--- config.mk ---
export PLATFORM = sky130hd
export DESIGN_NAME = serial_adder
export DESIGN_NICKNAME = d
export VERILOG_FILES = /design/src/rtl/serial_adder_pkg.sv /design/src/rtl/serial_adder_bit_fa.sv /design/src/rtl/serial_adder.sv
export SDC_FILE = /design/constraint.sdc
export NUM_CORES = 1
export LEC_CHECK = 0
export BUFFER_PORTS_ARGS = -buffer_cell sky130_fd_sc_hd__buf_2
export CORE_ASPECT_RATIO = 1.4
export CORE_MARGIN = 2
export CORE_UTILIZATION = 34
export CTS_BUF_LIST = sky130_fd_sc_hd__clkbuf_8
export DETAILED_ROUTE_END_ITERATION = 8
export SLEW_MARGIN = 20
export SYNTH_ARGS = -nofsm -noshare
export SYNTH_HDL_FRONTEND = slang
export SYNTH_HIERARCHICAL = 1
export SYNTH_SLANG_ARGS = --single-unit
--- constraint.sdc ---
create_clock -name clk -period 1.4 [get_ports clk]
set_input_delay 0.14 -clock clk [delete_from_list [all_inputs] [get_ports clk]]
set_output_delay 0.14 -clock clk [all_outputs]
set_load 0.1 [all_outputs]
--- src/rtl/serial_adder_pkg.sv ---
// ----------------------------------------------------------------------------
// serial_adder_pkg : shared types and defaults for the bit-serial adder
// Revision: 1.0 - initial release
// ----------------------------------------------------------------------------
`default_nettype none

package serial_adder_pkg;

  typedef enum logic [1:0] {
    IDLE = 2'd0,
    RUN  = 2'd1,
    DONE = 2'd2
  } state_t;

  localparam int DEFAULT_WIDTH = 8;

endpackage

`default_nettype wire

--- src/rtl/serial_adder_bit_fa.sv ---
// ----------------------------------------------------------------------------
// bit_fa : combinational one-bit full adder cell
// Revision: 1.0 - initial release
// ----------------------------------------------------------------------------
`default_nettype none

module bit_fa (
  input  logic a,
  input  logic b,
  input  logic cin,
  output logic cout,
  output logic s
);

  assign s    = a ^ b ^ cin;
  assign cout = (a & b) | (cin & (a ^ b));

endmodule

`default_nettype wire

--- src/rtl/serial_adder.sv ---
// ----------------------------------------------------------------------------
// serial_adder : WIDTH-bit LSB-first bit-serial adder with valid/ready I/O.
// Optional signed-overflow output enabled by SERIAL_ADDER_OVF_EN.
// Revision: 1.0 - initial release
// ----------------------------------------------------------------------------
`default_nettype none

module serial_adder
  import serial_adder_pkg::*;
#(
  parameter int WIDTH = DEFAULT_WIDTH
) (
  input  logic             clk,
  input  logic             reset,
  input  logic             in_valid,
  output logic             in_ready,
  input  logic [WIDTH-1:0] a,
  input  logic [WIDTH-1:0] b,
  input  logic             cin,
  output logic             out_valid,
  input  logic             out_ready,
  output logic [WIDTH-1:0] sum,
  output logic             cout,
  output logic             busy
`ifdef SERIAL_ADDER_OVF_EN
  ,
  output logic             ovf
`endif
);

  localparam int              CW     = $clog2(WIDTH);
  localparam logic [1:0]      c_IDLE = IDLE;
  localparam logic [1:0]      c_RUN  = RUN;
  localparam logic [1:0]      c_DONE = DONE;
  localparam logic [CW-1:0]   c_LAST = CW'(WIDTH - 1);

  logic [1:0]       r_state;
  logic [CW-1:0]    r_cnt;
  logic [WIDTH-1:0] r_a;
  logic [WIDTH-1:0] r_b;
  logic [WIDTH-1:0] r_sum;
  logic             r_carry;
  logic             r_cout;
  logic             w_c;
  logic             w_s;

  bit_fa u_fa (
    .a    (r_a[0]),
    .b    (r_b[0]),
    .cin  (r_carry),
    .cout (w_c),
    .s    (w_s)
  );

`ifdef SERIAL_ADDER_OVF_EN
  logic r_ovf;

  // Carry into the MSB is the carry register during the final RUN cycle.
  always_ff @(posedge clk) begin
    if (reset) begin
      r_ovf <= 1'b0;
    end else if (r_state == c_RUN && r_cnt == c_LAST) begin
      r_ovf <= r_carry ^ w_c;
    end
  end

  assign ovf = r_ovf;
`endif

  always_ff @(posedge clk) begin
    if (reset) begin
      r_state <= c_IDLE;
      r_cnt   <= '0;
      r_a     <= '0;
      r_b     <= '0;
      r_sum   <= '0;
      r_carry <= 1'b0;
      r_cout  <= 1'b0;
    end else begin
      case (r_state)
        c_IDLE: begin
          if (in_valid) begin
            r_a     <= a;
            r_b     <= b;
            r_carry <= cin;
            r_cnt   <= '0;
            r_state <= c_RUN;
          end
        end
        c_RUN: begin
          r_a     <= r_a >> 1;
          r_b     <= r_b >> 1;
          r_sum   <= {w_s, r_sum[WIDTH-1:1]};
          r_carry <= w_c;
          if (r_cnt == c_LAST) begin
            r_cout  <= w_c;
            r_state <= c_DONE;
          end else begin
            r_cnt <= r_cnt + CW'(1);
          end
        end
        c_DONE: begin
          if (out_ready) begin
            r_state <= c_IDLE;
          end
        end
        default: r_state <= c_IDLE;
      endcase
    end
  end

  assign in_ready  = (r_state == c_IDLE);
  assign busy      = (r_state == c_RUN);
  assign out_valid = (r_state == c_DONE);
  assign sum       = r_sum;
  assign cout      = r_cout;

endmodule

`default_nettype wire

==> Word-level counts from Yosys, hierarchy flattened <==
Cells that the tools add are included.
{ "totals": {"regBits": 31, "latch_bits": 0, "ramBits": 0, "mem_bits_ro": 0, "inputBits": 21, "output_inout_bits": 12, "wordCells": 39, "n_memories": 0} }
{ "classes": {"add_sub_neg": 1, "mul": 0, "div": 0, "n_lt_le_gt_ge": 0, "eq_ne": 7, "shifts": 0, "muxes": 13, "n_bitwise": 5, "n_reduce_logical": 6} }
{ "op_table": {"columns": ["cell", "n"], "rows": [
  ["$pmux W8 S2", 2],
  ["$mux W8", 2],
  ["$mux W2", 3],
  ["$mux W3", 2],
  ["$pmux W2 S3", 1],
  ["$pmux W3 S2", 1],
  ["$reduce_and A3 Y1", 2],
  ["$ne A2 B1 Y1 const B", 2],
  ["$ne A2 B2 Y1 const B", 2],
  ["$reduce_and A2 Y1", 2],
  ["$add A3 B1 Y3 const B", 1],
  ["$eq A3 B3 Y1 const B", 1],
  ["$and A1 B1 Y1", 2],
  ["$eq A2 B1 Y1 const B", 1],
  ["$eq A2 B2 Y1 const B", 1],
  ["$logic_not A2 Y1", 1],
  ["$pmux W1 S2", 1],
  ["$reduce_bool A2 Y1", 1],
  ["$xor A1 B1 Y1", 2],
  ["$mux W1", 1],
  ["$or A1 B1 Y1", 1]
]} }

==> Longest topological paths before layout <==
{ "depth": {"ltp_word": 4, "mapped_depth": 6, "ltp_nobuf": 5} }

==> Cells and area by module <==
Netlist, hierarchy kept.
{ "by_module_without_submodules": {"columns": ["module", "n_inst", "cells_per_inst", "area_per_inst_um2", "seq_area_each_um2"], "rows": [
  ["serial_adder", 1, 145, 1478.9, 620.6],
  ["bit_fa", 1, 1, 20.0, 0.0]
]} }

==> Least setup slack after synthesis <==
OpenSTA, ideal clock, no wires.
{ "synth_path": {"kind": "reg-to-reg", "startpoint": "reg r_state[0]", "endpoint": "reg r_a[7]", "setup_time_ps": 70, "t_arrival_ps": 2099, "required_ps": 1330, "setup_slack_ps": -769, "stages_incl_launch_ff": 5, "path_buffers": 1, "period_less_slack_ps": 2169, "path_cell_list": "dfxtp_1 > buf_6 > nor2_1 > a32oi_1 > nor2_1"} }
{ "synth_between": {"elab_chain_len": 3, "word_cells_on_any_way": 6, "classes_between": "eq/ne: 2; mux: 1; reduce/logical: 3"} }
{ "synth_rtl": {"columns": ["item", "line", "source"], "rows": [
  ["start: declaration", "serial_adder.sv:37", "logic [1:0] r_state;"],
  ["start signal: assignment", "serial_adder.sv:72", "r_state <= c_IDLE;"],
  ["start signal: assignment", "serial_adder.sv:87", "r_state <= c_RUN;"],
  ["start signal: assignment", "serial_adder.sv:97", "r_state <= c_DONE;"],
  ["$logic_not A2 Y1 (*)", null, null],
  ["net in_ready", "serial_adder.sv:16", "output logic in_ready,"],
  ["$ne A2 B2 Y1 (no line) / $reduce_bool A2 Y1 (equally long branches)", null, null],
  ["$reduce_and A2 Y1 (no line)", null, null],
  ["end signal: assignment", "serial_adder.sv:91", "r_a <= r_a >> 1;"],
  ["end: declaration", "serial_adder.sv:39", "logic [WIDTH-1:0] r_a;"]
]} }
The timed path passes the listed nets; every way through them passes the cells marked *.
A chain may end at the register's enable or synchronous reset.

==> Worst setup path in the final report <==
{ "layout_path": {"startpoint": "reg r_cnt[0]", "endpoint": "reg r_cnt[0]"} }
{ "layout_between": {"elab_chain_len": 3, "word_cells_on_any_way": 6, "classes_between": "add/sub: 1; eq/ne: 2; mux: 2; reduce/logical: 1"} }
{ "layout_rtl": {"columns": ["item", "line", "source"], "rows": [
  ["start: declaration", "serial_adder.sv:38", "logic [CW-1:0] r_cnt;"],
  ["start signal: assignment", "serial_adder.sv:99", "r_cnt <= r_cnt + CW'(1);"],
  ["$add A3 B1 Y3 / $eq A3 B3 Y1 (equally long branches)", "serial_adder.sv:99, serial_adder.sv:95", null],
  ["$mux W3 / $ne A2 B2 Y1 (equally long branches)", null, null],
  ["$pmux W3 S2 / $reduce_and A3 Y1 (equally long branches)", null, null]
]} }
Several ways; a longest one is shown, not always the timed one. The select of a mux whose other input is x is not followed.

==> metrics.cfg <==
[status]
run_status=complete, no violations

[clocking]
cts_num_sinks=31
htreeDepth=2
clkLatencyLatePin_ns=0.28
clkTransAtPathRegs_ns=0.07
cts_root_buf=clkbuf_8
cts_buffer_depth=2
cts_tree=done
ctsHoldBuffers=0
cts-buffers-inserted=5

[routing]
wl_per_cell_um=12.3
top_layer_used=met4
num_vias=1174
wl_met2_mm=1.56
finalWirelength_mm=2.99
drc=0
antenna_left=0
route.met3.wl_um=167
drt_pass1_iterations=4
viasPerCell=4.83
m1WireLength_mm=1.20
drt_iter0_drc=32

[timing]
final-hold-violation-count=0
period_needed_ns=1.35
report.final.slew_viol_count=0
finalClockSkew_ns=0.00714
rsz0062_at_grt=no
fin_crit_sh=0.961
setup_violations=0
whs_ns=0.118
slew_headroom=0.678
setup_tns_ns=0
worstMarginPinSlew_ns=0.487
clock.fmax_mhz=743
fin_ws_ns=0.0550

[die]
die_area_sq_um=4960
fp.dieH_um=82.6
die_x_um=60.1
core_sq_um=4240
floorplan.initialDensity=0.354
core.rowCount=28
io-pin-count=33

[power_and_ir_drop]
p_clk_frac=0.344
p_int_uw=1480
vdd_drop_max_mv=0.690
switching_power_uw=577
seqPwrFrac=0.474
p_sw_frac=0.281
p_leak_uw=0.000744
power_density_nw_per_um2=1090
p_comb_frac=0.183

[placement]
place_congestion=0.731
io_buffers=32
dp_cells=235
hpwl_mm=2.20
pre_cts_ws_ns=0.0601

[global_routing]
grt_first_pass_wirelength_mm=5.09
grt_overflow_total=0
antenna_found_initial=0
grt_pass1_vias=1206
grt_usage=0.136
grt_max_degree=21

[synth]
synthSimpleGateAreaFrac=0.169
netlist_area_sq_um=1500
ys.flop_type=dfxtp_1
synth_top_family_by_area=compound AO/OA/AOI/OAI gates
synth_compound_area_frac=0.202
yosysSeqAreaShare=0.414
synth-xor-area-share=0
synth_edf_count=0
synthMuxAreaShare=0.107
syn_nets=170
synth_seq_cells=31
yosysUniqueCellTypes=28
postSynthCellCount=146
syn_avg_cell_area_sq_um=10.3
ys_warn_count=6
synth_adder_area_share=0.0301
synthArstFlopShare=0

[finish]
syn_to_final_growth_pct=25.3
insertedDiodeCount=0
regArea_sq_um=622
stdcell_count=243
multi_input_area_sq_um=786
layout-drive-gt1-share=0.470
nets=207
fill_cells=417

[setup_path]
critPathArrivalTime_ns=1.55
reg2reg_slack_ns=0.05
cp-end-kind=flip-flop
crit_type=reg -> reg
crit_fanout=8
worst_setup_path_start_kind=flip-flop
cp.required_ns=1.60
cp_slowest_cell=dfxtp_1
crit_path_cell_trace=ha_1 -> ha_2 -> nor4b_2 -> a31oi_1 -> a21oi_1
slowest_delay_ns=0.35

[hold_path]
hp-class=in -> reg

[run]
maxCapViolCount=0

power by group through the flow:
| stage | Sequential, uW | Combinational (uW) | Clock [uW] |
|---|---|---|---|
| CTS | 973 | 379 | 729 |
| floorplan | 1010 | 267 | 0 |
| global placement | 990 | 364 | 0 |
| detailed placement | 992 | 372 | 0 |
| global route | 979 | 407 | 768 |
| finish | 973 | 375 | 707 |
repair_timing:
item / 4_1_cts / 5_1_grt
buffers inserted: 1 / 0
endpoints found under the hold margin: 0 / 0
setup endpoints to repair: 2 / 1
gates resized for setup: 3 / 1
cells in the mapped netlist (all sizes together), types with 2 or more instances:
cell | count | area share
a31oi | 3 | 0.013
ha | 2 | 0.017
a21oi | 11 | 0.037
mux2i | 16 | 0.11
inv | 2 | 0.0050
nand2 | 20 | 0.050
nand2b | 2 | 0.0083
nand3 | 5 | 0.020
a32oi | 2 | 0.012
a211oi | 15 | 0.13
dfxtp | 31 | 0.41
nor2 | 19 | 0.073
buf | 9 | 0.068
clkbuf | 2 | 0.0050
kinds of logic (layout without fill, tap and decap cells):
family / after synthesis / count (layout)
AO/OA/AOI/OAI: 33 / 33
adder cells (fa/ha/maj): 3 / 3
buffers and inverters: 13 / 50
flip-flops: 31 / 31
multiplexers: 16 / 16
AND/OR/NAND/NOR: 50 / 50
through the flow:
stage / instance area, sq um / total power [uW] / utilization
2_1_floorplan: 1510 / 1280 / -
3_3_place_gp: 1770 / 1350 / 0.418
3_5_place_dp: 1770 / 1360 / 0.418
4_1_cts: 1870 / 2080 / 0.442
5_1_grt: 1880 / 2150 / 0.443
6_report: 1880 / 2060 / 0.443
state kept, by name, summed over array words and instances, names as in the netlist:
register / cells
sum: 8
r_cnt: 3
r_a: 8
r_b: 8
r_state: 2
cout: 1
r_carry: 1
placed cells by master, fill, tap and decap left out, drive strengths merged:
master  count
nor4b       1
a32oi       2
nand3       5
buf        41
nand3b      1
clkinv      1
nor2b       1
clkbuf      6
nor3        1
a31oi       3
nand2b      2
o21ba       1
o21bai      1
inv         2
nand2      20
fa          1
ha          2
a211oi     15
mux2i      16
nor2       19
dfxtp      31
a21oi      11
final timing paths:
path                                              end  depth (start not counted)                   from
worst max-delay path            r_cnt[0]$_SDFFE_PP0P_                          5  r_cnt[0]$_SDFFE_PP0P_
worst min-delay path              r_b[7]$_SDFFE_PP0P_                          3                   b[7]
worst max register to register  r_cnt[0]$_SDFFE_PP0P_                          5  r_cnt[0]$_SDFFE_PP0P_
worst min register to register    sum[0]$_SDFFE_PP0N_                          2    sum[0]$_SDFFE_PP0N_
worst max-delay path: cells and delay by family, from the launching register on:
family,cells,cell delay (ns)
fa+ha+maj,2,0.45
compound gates,2,0.25
simple gates,1,0.21
flops,1,0.35
cell type report:
| cell class | count | share of cell area |
|---|---|---|
| timing repair buffer | 41 | 0.159 |
| inverter | 2 | 0.00533 |
| clock buffer | 6 | 0.0440 |
| sequential | 31 | 0.331 |
| multi-input combinational | 102 | 0.418 |
| clock inverter | 1 | 0.00266 |
| tap | 60 | 0.0400 |
layer usage:
layer	GRT usage	up-vias
li1	-	580
met1	0.139	548
met2	0.248	38
met3	0.0436	8
met4	0.0600	0
met5	0	-
No activity file was read; power rests on OpenSTA's default activity.
